`src/rtl/prover_shuffle_v_ctrl.sv`:
```
// Round sequencer for prover_shuffle_v across one sumcheck pass: compute_v -> shuffle -> pergate.
// Moore outputs registered from next-state decode; one early vin_ready is buffered, protocol slips set err.
module prover_shuffle_v_ctrl #(
   parameter int ngates  = 8,
   parameter int nrounds = $clog2(ngates),
   parameter int rbits   = $clog2(nrounds)
) (
   input  logic             clk,
   input  logic             rstb,
   input  logic             start,
   input  logic             abort,
   input  logic             vin_ready,
   input  logic             shuf_ready,
   input  logic             gates_done,
   output logic             shuf_en,
   output logic             shuf_restart,
   output logic             gates_en,
   output logic [rbits-1:0] round,
   output logic             busy,
   output logic             done,
   output logic             err
);

   generate
      if (ngates < 4 || (ngates & (ngates - 1)) != 0 ||
          nrounds != $clog2(ngates) || rbits != $clog2(nrounds)) begin : g_bad_param
         $error("prover_shuffle_v_ctrl: ngates must be a power of two >= 4; nrounds and rbits are derived");
      end
   endgenerate

   localparam logic [rbits-1:0] last_round = rbits'(nrounds - 1);

   typedef enum logic [2:0] {
      IDLE,
      WAIT_V,
      SEN,
      SWAIT,
      GPULSE,
      WAIT_G
   } state_t;

   state_t           state, state_nxt;
   logic [rbits-1:0] round_nxt;
   logic             pend, pend_nxt;
   logic             err_nxt;
   logic             done_nxt;
   logic             accept;
   logic             viol;

   always_comb begin
      state_nxt = state;
      round_nxt = round;
      pend_nxt  = pend;
      done_nxt  = 1'b0;
      accept    = 1'b0;
      viol      = 1'b0;

      case (state)
         IDLE: begin
            pend_nxt = 1'b0;
            if (start) begin
               accept    = 1'b1;
               state_nxt = WAIT_V;
               round_nxt = '0;
               pend_nxt  = vin_ready;
            end
         end
         WAIT_V: begin
            if (vin_ready || pend) begin
               state_nxt = SEN;
               pend_nxt  = 1'b0;
            end
         end
         SEN:    state_nxt = SWAIT;
         SWAIT:  if (shuf_ready) state_nxt = GPULSE;
         GPULSE: state_nxt = WAIT_G;
         WAIT_G: begin
            if (gates_done) begin
               if (round == last_round) begin
                  state_nxt = IDLE;
                  done_nxt  = 1'b1;
               end else begin
                  state_nxt = WAIT_V;
                  round_nxt = round + 1'b1;
               end
            end
         end
         default: state_nxt = IDLE;
      endcase

      // A second early compute-ready while one is already buffered would be lost.
      if (vin_ready && state != IDLE && state != WAIT_V) begin
         if (pend) viol = 1'b1;
         pend_nxt = 1'b1;
      end
      if (gates_done && state != WAIT_G) viol = 1'b1;

      if (abort) begin
         state_nxt = IDLE;
         pend_nxt  = 1'b0;
         round_nxt = '0;
         done_nxt  = 1'b0;
         accept    = 1'b0;
      end

      err_nxt = (accept ? 1'b0 : err) | viol;
   end

   // shuf_en is low outside SEN so the shuffle's edge detector always sees a rising edge.
   always_ff @(posedge clk or negedge rstb) begin
      if (!rstb) begin
         state        <= IDLE;
         round        <= '0;
         pend         <= 1'b0;
         err          <= 1'b0;
         shuf_en      <= 1'b0;
         shuf_restart <= 1'b0;
         gates_en     <= 1'b0;
         busy         <= 1'b0;
         done         <= 1'b0;
      end else begin
         state        <= state_nxt;
         round        <= round_nxt;
         pend         <= pend_nxt;
         err          <= err_nxt;
         shuf_en      <= (state_nxt == SEN);
         shuf_restart <= (state_nxt == SEN) && (round_nxt == '0);
         gates_en     <= (state_nxt == GPULSE);
         busy         <= (state_nxt != IDLE);
         done         <= done_nxt;
      end
   end

endmodule

```
`config.mk`:
```
export PLATFORM = sky130hd
export DESIGN_NAME = prover_shuffle_v_ctrl
export DESIGN_NICKNAME = d
export VERILOG_FILES = /design/src/rtl/prover_shuffle_v_ctrl.sv
export SDC_FILE = /design/constraint.sdc
export NUM_CORES = 1
export LEC_CHECK = 0
export ABC_AREA = 0
export CORE_AREA = 2 2 39 41
export DETAILED_ROUTE_END_ITERATION = 7
export DIE_AREA = 0 0 41 43
export GPL_ROUTABILITY_DRIVEN = 0
export MAX_ROUTING_LAYER = met4
export PLACE_DENSITY = 0.75
export SYNTH_ARGS = -nofsm -noshare
export SYNTH_HDL_FRONTEND = slang
export SYNTH_SLANG_ARGS = --single-unit
```
`constraint.sdc`:
```
create_clock -name clk -period 2.17 [get_ports clk]
set_input_delay 0.651 -clock clk [delete_from_list [all_inputs] [get_ports clk]]
set_output_delay 0.651 -clock clk [all_outputs]
set_load 0.03 [all_outputs]
```
==> out/results.tsv <==
stage	metric	value	unit
run_status	status	finished clean	
global_route	grt_overflow	0	
power_and_ir_drop	leakagePower	0.350	nW
hold_path	hp-class	flip-flop to flip-flop	
detailed_routing	drt_iter0_markers	6	
worst_setup_path	critPathLaunchType	flip-flop	
synth	syn_inst	60	
clock_tree	cts-root-buf	clkbuf_4	
synth	yosysWarnings	0	
synth	synthTopCellsByCount	dfrtp_1, nand2_1, nor2_1	
sta	slew-limit-headroom	64.2	%
detailed_routing	vias	495	
detailed_routing	post-route-drc-count	0	
sta	tightest_slew	0.535	ns
worst_setup_path	worst_path_largest_cell_delay	0.68	ns
finish	final_area	793	um2
floorplanning	fp.coreArea	1380	um2
sta	clock_skew	0.00100	ns
synth	ys_async_sr_fraction	100	%
finish	drive_above_1_share	14.3	%
clock_tree	clockBufferDepth	2	
global_route	grt_max_degree	13	
sta	max_freq	0.507	GHz
clock_tree	cts_buffers	3	
run	drv_cap	0	
floorplanning	initial_utilization	43.7	%
synth	synth-edff-count	0	
placed_design	port_buffers	14	
worst_setup_path	cp.required	1.52	ns
synth	ys_top_cells_by_area	dfrtp_1, nor4b_2, nand2_1	
finish	area_growth	31.3	%
sta	period_share	90.8	%
placed_design	dp_hpwl	859	um
worst_setup_path	crit_slowest_cell	clkdlybuf4s50_1	
sta	drv_slew	0	
synth	yosysTopAreaCellShare	49.7	%
clock_tree	cts_tree	done	
worst_setup_path	critPathMaxFanout	3	
finish	fillers	133	
global_route	grtUsageTotal	16.6	%
synth	post_synth.cell_area_avg	10.1	um2
worst_setup_path	worstSetupEndpointType	output port	
synth	seq_area_frac_synth	49.7	%
floorplanning	pin_count	15	
floorplanning	fp.dieH	43	um
detailed_routing	drtAntennaViolNets	0	
worst_setup_path	worstPathArrival	1.32	ns
synth	yosysMostFrequentCell	dfrtp_1	
finish	multi_input_area	280	um2
global_route	grt_pass1_wl	1840	um
power_and_ir_drop	powerDensity	615	nW/um2
detailed_routing	first_pass_iters	4	
placed_design	place_area	771	um2
detailed_routing	wl_per_cell	12.8	um
global_route	antenna_found_initial	0	
sta	min_period	1.97	ns
synth	ys.flop_type	dfrtp_1	
floorplanning	die_w	41	um
clock_tree	cts.clk_slew.worst_paths	0.07	ns
clock_tree	clkSinkCount	12	
sta	hold_ws	0.487	ns
sta	rsz0062_at_grt	false	
clock_tree	cts-resized-gates	0	
clock_tree	cts-hold-fix-buffers	0	
clock_tree	clkLatencyLatePin	0.27	ns
global_route	grt_pass1_vias	423	
floorplanning	rows	14	
floorplanning	die_area	1760	um2
detailed_routing	drt_wl_total	1190	um
finish	regArea	300	um2
synth	ys_types	24	
worst_setup_path	path_class	flip-flop to output port	
synth	synthesis.nets	69	
sta	finalSetupViolations	0	
finish	diodes	0	
synth	syn_area	604	um2
worst_setup_path	crit_buf_inv	1	
worst_setup_path	crit_chain	clkdlybuf4s50_1	
finish	nets	88	
synth	ys_ff_latch	12	
worst_setup_path	critPathTopFamily	buffers and inverters	
detailed_routing	vias_per_cell	5.32	
sta	fin_setup_tns	0	ns
clock_tree	post_cts_buffers	0	
power_and_ir_drop	ir_drop	302	uV
sta	finalHoldViolCount	0	
synth	synth_top_area_cell	dfrtp_1	
clock_tree	htree_levels	1	
-- per-stage QoR --
stage / std cells / util (%) / total power, mW / worst slack (ns)
2_1_floorplan: 60 / - / 0.307 / 0.620
3_3_place_gp: 90 / 55.7 / 0.356 / 0.103
3_5_place_dp: 90 / 55.7 / 0.356 / 0.0701
4_1_cts: 93 / 57.3 / 0.492 / 0.193
5_1_grt: 93 / 57.3 / 0.520 / 0.155
6_report: 93 / 57.3 / 0.488 / 0.199
-- power by group --
| group | switching, mW | internal [mW] | leakage (nW) |
|---|---|---|---|
| combinational | 0.0530 | 0.0504 | 0.177 |
| clock | 0.0719 | 0.0642 | 0.0138 |
| sequential | 0.0123 | 0.236 | 0.160 |
-- placed cells by master (no fill, tap or decap), types with 2 or more instances in the layout --
cell / netlist / final
a21oi_1: 4 / 4
a31oi_1: 4 / 4
ha_1: 2 / 2
clkbuf_4: 0 / 3
nand2_1: 7 / 7
nor4b_2: 2 / 2
nand2b_1: 3 / 3
inv_1: 4 / 4
a22o_1: 2 / 2
nor2_1: 5 / 5
clkdlybuf4s50_1: 0 / 14
buf_4: 0 / 2
dfrtp_1: 12 / 12
or2_2: 2 / 2
-- state kept, by name, summed over array words and instances (netlist names) --
| signal | count |
|---|---|
| done | 1 |
| pend | 1 |
| busy | 1 |
| gates_en | 1 |
| shuf_en | 1 |
| state | 3 |
| shuf_restart | 1 |
| round | 2 |
| err | 1 |
-- cell families after synthesis --
family / after synthesis / share of synthesized area (%)
flops: 12 / 49.7
compound gates: 13 / 14.5
buf+inv: 6 / 3.93
simple gates: 27 / 27.7
fa+ha+maj: 2 / 4.14
-- path summary, 6_finish.rpt --
check,to,cells after the start,slack [ns],start
hold / removal,err$_DFF_PN0_,1,0.49,err$_DFF_PN0_
setup / recovery,round[1],1,0.20,round[1]$_DFF_PN0_
max in group asynchronous,round[1]$_DFF_PN0_,1,1.09,rstb
hold reg to reg,err$_DFF_PN0_,1,0.49,err$_DFF_PN0_
setup reg to reg,shuf_restart$_DFF_PN0_,4,0.68,state[2]$_DFF_PN0_
min in group asynchronous,pend$_DFFE_PN0P_,1,0.73,rstb
-- per-layer routing --
metal	GRT usage, %	wire, um	up-vias
li1	-	-	247
met1	21.4	558	228
met2	22.5	520	15
met3	6.28	81	5
met4	8.00	25	0
met5	-	0	-
-- cell type report --
cell class	count	share of cell area (%)
clock buffer	3	2.84
inverter	4	1.89
multi-input combinational	42	35.3
sequential	12	37.9
tap	16	2.52
timing repair buffer	16	19.6
(Power assumes the default switching activity.)
